`src/rtl/sail_mem_pkg.sv`:
```
// Shared constants for the data-memory store buffer: FSM encodings, default depth,
// word-address compare width and the buffered-store record.
package sail_mem_pkg;

    localparam int unsigned SB_DEPTH = 4;
    localparam int unsigned WADDR_W  = 30;

    localparam logic [0:0] ST_IDLE = 1'b0;
    localparam logic [0:0] ST_WAIT = 1'b1;

    typedef struct packed {
        logic [31:0] addr;
        logic [31:0] data;
        logic [3:0]  mask;
    } sb_entry_t;

    // Two byte addresses hit the same 32-bit word when their upper WADDR_W bits agree.
    function automatic logic word_match(input logic [31:0] a, input logic [31:0] b);
        return a[31:32-WADDR_W] == b[31:32-WADDR_W];
    endfunction

endpackage

```
`src/rtl/sb_fifo.sv`:
```
// Circular store queue: entry storage, wrapping head/tail pointers and occupancy count.
// Exposes every slot's address plus a per-slot valid mask for the load-hazard check.
module sb_fifo
    import sail_mem_pkg::*;
#(
    parameter int unsigned DEPTH = SB_DEPTH,
    parameter int unsigned CNT_W = 3
) (
    input  logic                  clk,
    input  logic                  reset,
    input  logic                  i_push,
    input  logic                  i_pop,
    input  logic [31:0]           i_push_addr,
    input  logic [31:0]           i_push_data,
    input  logic [3:0]            i_push_mask,
    output logic [31:0]           o_head_addr,
    output logic [31:0]           o_head_data,
    output logic [3:0]            o_head_mask,
    output logic [DEPTH*32-1:0]   o_entry_addr,
    output logic [DEPTH-1:0]      o_entry_valid,
    output logic [CNT_W-1:0]      o_count
);

    localparam int unsigned PTR_W = $clog2(DEPTH);

    sb_entry_t        r_mem [DEPTH];
    logic [PTR_W-1:0] r_head;
    logic [PTR_W-1:0] r_tail;
    logic [CNT_W-1:0] r_count;

    always_ff @(posedge clk or posedge reset) begin
        if (reset) begin
            r_head  <= '0;
            r_tail  <= '0;
            r_count <= '0;
        end else begin
            if (i_push)
                r_tail <= r_tail + 1'b1;
            if (i_pop)
                r_head <= r_head + 1'b1;
            case ({i_push, i_pop})
                2'b10:   r_count <= r_count + 1'b1;
                2'b01:   r_count <= r_count - 1'b1;
                default: r_count <= r_count;
            endcase
        end
    end

    always_ff @(posedge clk) begin
        if (i_push)
            r_mem[r_tail] <= '{addr: i_push_addr, data: i_push_data, mask: i_push_mask};
    end

    // A slot is live when its distance from head (mod DEPTH) is below the count.
    always_comb begin
        o_entry_valid = '0;
        o_entry_addr  = '0;
        for (int unsigned i = 0; i < DEPTH; i++) begin
            o_entry_addr[i*32 +: 32] = r_mem[i].addr;
            if (CNT_W'(PTR_W'(PTR_W'(i) - r_head)) < r_count)
                o_entry_valid[i] = 1'b1;
        end
    end

    assign o_head_addr = r_mem[r_head].addr;
    assign o_head_data = r_mem[r_head].data;
    assign o_head_mask = r_mem[r_head].mask;
    assign o_count     = r_count;

endmodule

```
`src/rtl/data_store_buffer.sv`:
```
// Store buffer between the pipeline and data memory: zero-cycle stores, load bypass with
// word-address hazard stall, and an IDLE/WAIT drain FSM that writes one entry per memory op.
module data_store_buffer
    import sail_mem_pkg::*;
#(
    parameter int unsigned DEPTH = SB_DEPTH,
    parameter int unsigned CNT_W = 3
) (
    input  logic             clk,
    input  logic             reset,
    input  logic [31:0]      cpu_addr,
    input  logic [31:0]      cpu_write_data,
    input  logic             cpu_memwrite,
    input  logic             cpu_memread,
    input  logic [3:0]       cpu_sign_mask,
    output logic             cpu_stall,
    output logic [31:0]      mem_addr,
    output logic [31:0]      mem_write_data,
    output logic [3:0]       mem_sign_mask,
    output logic             mem_memwrite,
    output logic             mem_memread,
    input  logic             mem_clk_stall,
    output logic [CNT_W-1:0] sb_count,
    output logic             sb_empty
);

    logic [0:0]          r_state;
    logic                w_full;
    logic                w_hazard;
    logic                w_load_go;
    logic                w_drain;
    logic                w_push;
    logic [31:0]         w_head_addr;
    logic [31:0]         w_head_data;
    logic [3:0]          w_head_mask;
    logic [DEPTH*32-1:0] w_entry_addr;
    logic [DEPTH-1:0]    w_entry_valid;
    logic [CNT_W-1:0]    w_count;

    sb_fifo #(
        .DEPTH (DEPTH),
        .CNT_W (CNT_W)
    ) u_fifo (
        .clk           (clk),
        .reset         (reset),
        .i_push        (w_push),
        .i_pop         (w_drain),
        .i_push_addr   (cpu_addr),
        .i_push_data   (cpu_write_data),
        .i_push_mask   (cpu_sign_mask),
        .o_head_addr   (w_head_addr),
        .o_head_data   (w_head_data),
        .o_head_mask   (w_head_mask),
        .o_entry_addr  (w_entry_addr),
        .o_entry_valid (w_entry_valid),
        .o_count       (w_count)
    );

    assign w_full = (w_count == CNT_W'(DEPTH));

    always_comb begin
        w_hazard = 1'b0;
        for (int unsigned i = 0; i < DEPTH; i++) begin
            if (w_entry_valid[i] && word_match(w_entry_addr[i*32 +: 32], cpu_addr))
                w_hazard = 1'b1;
        end
    end

    // A full buffer blocks loads so the drain cannot be starved.
    assign w_load_go = cpu_memread && !w_hazard && !w_full
                     && (r_state == ST_IDLE) && !mem_clk_stall;
    assign w_drain   = (r_state == ST_IDLE) && (w_count != '0) && !mem_clk_stall
                     && (!cpu_memread || w_hazard || w_full);
    assign w_push    = cpu_memwrite && !w_full;
    assign cpu_stall = (cpu_memwrite && w_full) || (cpu_memread && !w_load_go);

    always_comb begin
        mem_addr       = '0;
        mem_write_data = '0;
        mem_sign_mask  = '0;
        mem_memwrite   = 1'b0;
        mem_memread    = 1'b0;
        if (w_load_go) begin
            mem_addr      = cpu_addr;
            mem_sign_mask = cpu_sign_mask;
            mem_memread   = 1'b1;
        end else if (w_drain) begin
            mem_addr       = w_head_addr;
            mem_write_data = w_head_data;
            mem_sign_mask  = w_head_mask;
            mem_memwrite   = 1'b1;
        end
    end

    always_ff @(posedge clk or posedge reset) begin
        if (reset) begin
            r_state <= ST_IDLE;
        end else begin
            case (r_state)
                ST_IDLE: if (w_drain)        r_state <= ST_WAIT;
                ST_WAIT: if (!mem_clk_stall) r_state <= ST_IDLE;
                default:                     r_state <= ST_IDLE;
            endcase
        end
    end

    assign sb_count = w_count;
    assign sb_empty = (w_count == '0);

endmodule

```
`config.mk`:
```
export PLATFORM = sky130hd
export DESIGN_NAME = data_store_buffer
export DESIGN_NICKNAME = d
export VERILOG_FILES = /design/src/rtl/sail_mem_pkg.sv /design/src/rtl/sb_fifo.sv /design/src/rtl/data_store_buffer.sv
export SDC_FILE = /design/constraint.sdc
export NUM_CORES = 1
export LEC_CHECK = 0
export ABC_AREA = 0
export CORE_MARGIN = 10
export CORE_UTILIZATION = 45
export DETAILED_ROUTE_END_ITERATION = 7
export DONT_BUFFER_PORTS = 1
export PLACE_DENSITY = 0.64
export SLEW_MARGIN = 30
export SYNTH_ARGS = -nofsm -noshare
export SYNTH_HDL_FRONTEND = slang
export SYNTH_SLANG_ARGS = --single-unit
```
`constraint.sdc`:
```
create_clock -name clk -period 3.75 [get_ports clk]
set_input_delay 1.125 -clock clk [delete_from_list [all_inputs] [get_ports clk]]
set_output_delay 1.125 -clock clk [all_outputs]
set_load 0.01 [all_outputs]
```
; Word level (Yosys, flattened, before mapping)
; Memories as Yosys holds them, arrays and structs flattened.
; Index checks and enable logic that the tools add are counted.
[word_totals]
ff_bits = 8
ramBits = 272
input_bits = 73
output_inout_bits = 75
elab_cells = 72
mem_count = 1
[classes]
addsub = 8
magnitude_cmp = 4
eq_ne = 7
mux = 22
bitwise = 1
reduce_logical = 25
[memory_table]
columns = name, depth, word_bits, rd, rd_ports_with_merged_regs, wr, line
row1 = u_fifo.r_mem, 4, 68, 5, 0, 1, sb_fifo.sv:26  ; sb_entry_t r_mem [DEPTH];
[ops]
columns = op, n
row1 = 32-bit 2-to-1 mux, 4
row2 = 30-bit == test, 4
row3 = 1-bit logical AND, 14
row4 = 1-bit 2-to-1 mux, 14
row5 = 2-bit by 3-bit less-than comparator with 1-bit output, 4
row6 = 4-bit 2-to-1 mux, 2
row7 = 3-bit one-hot mux with 2 select lines, 1
row8 = 1-bit zero test, 5
row9 = "2-bit by 1-bit adder with 2-bit output, second input constant", 2
row10 = "1-bit by 2-bit subtractor with 2-bit output, first input constant", 2
row11 = "2-bit subtractor, first input constant", 2
row12 = "3-bit by 1-bit adder with 3-bit output, second input constant", 1
row13 = "3-bit == test, second input constant", 1
row14 = 3-bit zero test, 1
row15 = 1-bit logical OR, 3
row16 = 3-bit nonzero test, 1
row17 = "3-bit by 1-bit subtractor with 3-bit output, second input constant", 1
row18 = "2-bit by 1-bit == test with 1-bit output, second input constant", 1
row19 = "2-bit == test, second input constant", 1
row20 = 1-bit one-hot mux with 2 select lines, 1
row21 = 2-bit nonzero test, 1
row22 = 1-bit inverter, 1

; Depth between registers and ports, before layout
[depth]
depth_word = 16
mapped_depth = 18
mapped_depth_nobuf = 15

; Modules after synthesis
; Synthesis repeated with hierarchy kept, for this count alone.
[hier_totals]
hier_cells = 899
hier_area_um2 = 14020.9
[by_module_without_submodules]
columns = mod, instances, cells_per_inst, area_each_um2, seq_area_each_um2
row1 = sb_fifo, 1, 536, 11297.1, 8343.0
row2 = data_store_buffer, 1, 363, 2723.9, 25.0

; Worst setup path after synthesis
; OpenSTA, ideal clock, no wires.
[synth_timing]
path_type = input to output
startpoint = input cpu_addr[14]
endpoint = output mem_addr[11]
arrival_time_ns = 2.774
required_time_ns = 2.625
slack_ns = -0.149
stages = 10
n_path_buf = 3
path_cell_list = clkbuf_1 > xor2_1 > nor4_1 > nand4_1 > o311a_1 > nand4_4 > buf_6 > buf_6 > nand3_1 > o21ai_0
[synth_between]
elab_chain_len = 12
word_cells_on_any_way = 22
classes_between = 4 x eq/ne / 6 x mux / 12 x reduce/logical
[synth_rtl]
columns = item, line
row1 = start: declaration, data_store_buffer.sv:11  ; input logic [31:0] cpu_addr,
row2 = 30-bit == test, sail_mem_pkg.sv:19  ; return a[31:32-WADDR_W] == b[31:32-WADDR_W];
row3 = 1-bit logical AND, data_store_buffer.sv:64  ; if (w_entry_valid[i] && word_match(w_entry_addr[i*32 +: 32], cpu_addr))
row4 = 1-bit 2-to-1 mux (3 in a row), data_store_buffer.sv:64
row5 = 1-bit 2-to-1 mux *, data_store_buffer.sv:64
row6 = 1-bit zero test, data_store_buffer.sv:70  ; assign w_load_go = cpu_memread && !w_hazard && !w_full
row7 = 1-bit logical AND (2 in a row), data_store_buffer.sv:70
row8 = 1-bit logical AND (2 in a row), data_store_buffer.sv:71  ; && (r_state == ST_IDLE) && !mem_clk_stall;
row9 = 32-bit 2-to-1 mux *, data_store_buffer.sv:83  ; if (w_load_go) begin
row10 = end: declaration, data_store_buffer.sv:17  ; output logic [31:0] mem_addr,
; Mark *: on every way between the ends. The rest lies on a longest branch, timed or not.

; Final worst setup path
[layout_timing]
startpoint = input cpu_addr[19]
endpoint = output mem_write_data[20]
[layout_between]
elab_chain_len = 12
word_cells_on_any_way = 22
classes_between = 4 x eq/ne / 6 x mux / 12 x reduce/logical
[layout_rtl]
columns = item, line
row1 = 30-bit == test, sail_mem_pkg.sv:19
row2 = 1-bit logical AND, data_store_buffer.sv:64
row3 = 1-bit 2-to-1 mux (3 in a row), data_store_buffer.sv:64
row4 = 1-bit 2-to-1 mux *, data_store_buffer.sv:64
row5 = 1-bit zero test, data_store_buffer.sv:70
row6 = 1-bit logical AND (2 in a row), data_store_buffer.sv:70
row7 = 1-bit logical AND (2 in a row), data_store_buffer.sv:71
row8 = 32-bit 2-to-1 mux *, data_store_buffer.sv:83
row9 = end: declaration, data_store_buffer.sv:18  ; output logic [31:0] mem_write_data,
; Marked as above.

==> metrics <==
latest clock arrival within the worst-skew pair=0.56 ns; Max-slew headroom=55.58%; Setup CP Type=input port to output port; Post-Syn Area=0.01264 mm2; CTS tree=done; clk sink count=280; vias in the first global route=7278; Synthesis Warnings=0; area leader, netlist=edfxtp_1; RSZ-0062 raised after global routing=yes; clock-pin transition on the worst setup and hold timing paths=0.06 ns; Post-synth EDFFs=272; first-pass GRT wire length=47.36 mm; Max Freq=0.2450 GHz; Least-Margin Pin Slew=0.6663 ns; worst reg2reg path endpoint=u_fifo.o_count[2]$_DFFE_PP0P_; Via density=5.850; nets=888; Final Power=11.14 mW; register area share after synthesis=66.20%; asr flop ratio synth=2.857%; pre-CTS setup slack=-0.4334 ns; failing checks=setup timing; Routed Wire Length=32.67 mm; crit end category=output port; Design Area, Final=0.01541 mm2; die area=0.03519 mm2; largest net degree at the start of global routing=70; vias=7037; status=finished, violations left; R2R Setup Slk=0.41 ns; 1st-pass router iterations=5; depth of the CTS H-tree=1; clk buf depth=3; worst min path class=input port to async pin; root buf cell=clkbuf_16; Fin. Hold Viols=0; distinct cell type count after synthesis=33; TritonCTS Buffers=29; count of pins over their slew limit=0; #FFs+latches synth=280; RePlAce Congestion=0.8638; Placed Area=0.01336 mm2; maximum capacitance violations=0; required time worst endpoint=2.62 ns; Setup TNS=-20.83 ns; Main synth FF type=edfxtp_1; layout cells sized above 1=35.76%; Boundary Pins=148; critical path arrival=2.96 ns; setup ws final=-0.3325 ns; drt initial violations=499; antenna diode count=0; Mapped Cells=775; Min Hold Slack=0.4062 ns; Final Setup Violations=71; core area=0.02778 mm2; GRT overflow=0; Reg2Reg Depth=17; routed len/inst=27.16 um; skew final=0.01799 ns; Tmin final=4.082 ns; static leakage=4.883 nW; Period Utilization, post-route=108.9%; initial antenna violation count=0; Initial Utilization=45.50%; GRT Overall Usage=17.44%; synth top area cells=edfxtp_1 (65%), mux4_2 (12%), xnor2_1 (6.2%); Post-Syn Area per Cell=16.31 um2; port bufs=0; Area Growth Syn to Fin=21.93%; crit path max fanout=9; Hold-fix buffers, CTS=0; Synth top area share=64.62%; Std-Cell Rows=61; Antenna Nets Post-Route=0; Die Height=187.6 um; DRC viols=0; worst flop-to-flop path startpoint=u_fifo.r_head[1]$_DFFE_PP0P_; Post-Syn Nets=858; Final HPWL DP=19.73 mm; die width=187.6 um; worst vdd rail ir drop=0.4448 mV; crit path launch type=input port; Power Density=722.9 mW/mm2
-- layer usage --
layer | wire length [um] | share of wire [%] | up-vias | global-route usage [%]
li1 | - | - | 3038 | -
met1 | 12520 | 38 | 3683 | 21.16
met2 | 16350 | 50 | 271 | 28.64
met3 | 3091 | 9.5 | 45 | 6.456
met4 | 711 | 2.2 | 0 | 4.923
met5 | 0 | 0 | - | 0
-- cells by family (layout without fill, tap and decap cells) --
| logic type | count (synthesis) | count (layout) | share of synthesized area, % |
|---|---|---|---|
| flip-flops | 280 | 280 | 66.20 |
| AND/OR/NAND/NOR | 161 | 162 | 6.741 |
| XOR/XNOR | 127 | 127 | 8.800 |
| buffers and inverters | 80 | 129 | 2.801 |
| multiplexers | 70 | 70 | 12.28 |
| AO/OA/AOI/OAI | 47 | 47 | 2.118 |
| adder cells (fa/ha/maj) | 10 | 10 | 1.049 |
-- Yosys cell counts (all sizes together) (6+ instances only) --
library cell / n
edfxtp: 272
xnor2: 90
mux4: 68
clkbuf: 53
nand2: 42
nand3: 42
o21ai: 37
xor2: 37
and3: 36
nand4: 23
buf: 14
inv: 13
ha: 9
nor4: 9
dfrtp: 8
nor3: 6
-- layout make-up --
cell class              instances  area [um2]
multi-input cells             416        4771
well taps                     378       473.0
inverters                      13       51.30
clock buffers                  36       752.0
clock inverters                15       98.84
fillers                      2171       12370
repair buffers                 65       888.4
flip-flops and latches        280        8377
-- repair_timing --
action	CTS	global route
gates resized for setup	70	83
buffers inserted	10	10
gates cloned	4	8
setup endpoints to repair	71	71
pin swaps	6	22
-- report_power, final --
group          switching [mW]  internal (mW)  total, mW
sequential              0.286           4.16       4.45
clock                    1.13           1.48       2.61
combinational            2.23           1.85       4.08
-- cell usage in the layout, fill, tap and decap left out, drive strengths merged, types with 6 or more instances in the layout --
cell type and instances:
and3 36, mux4 68, inv 14, dfrtp 8, o21ai 37, nand3 42, nand2 42, nand4 24
clkbuf 41, xor2 37, nor3 6, edfxtp 272, nor4 9, ha 9, xnor2 90, clkinv 11
buf 60
-- how the worst max path moves through the flow --
stage                         endpoint  slack [ns]                         start
floorplan                  mem_addr[0]       -0.05                  cpu_addr[19]
global placement           mem_addr[3]       -0.37                  cpu_addr[31]
detailed placement         mem_addr[2]       -0.43                   cpu_addr[4]
CTS                          cpu_stall       -0.36                  cpu_addr[23]
global route        mem_write_data[14]       -0.40  u_fifo.r_head[1]$_DFFE_PP0P_
finish              mem_write_data[20]       -0.33                  cpu_addr[19]
-- flip-flops by register name (all words and copies together) (netlist names) --
| register | cells |
|---|---|
| u_fifo.r_mem | 272 |
| r_state | 1 |
| u_fifo.r_head | 2 |
| u_fifo.r_tail | 2 |
| u_fifo.o_count | 3 |
-- through the flow --
stage          util, %  std cells
6_report         55.47       1203
4_1_cts          52.95       1187
3_3_place_gp     48.09       1122
5_1_grt          55.47       1203
3_5_place_dp     48.09       1122
2_1_floorplan        -        775
-- worst max-delay path, stage by stage --
cell	delay, ns
xor2_1	0.19
a2111oi_4	0.38
nand4_1	0.17
o311a_4	0.42
nand4_4	0.14
buf_8	0.17
clkbuf_16	0.15
and3_4	0.20
No activity file was read; power rests on OpenSTA's default activity.
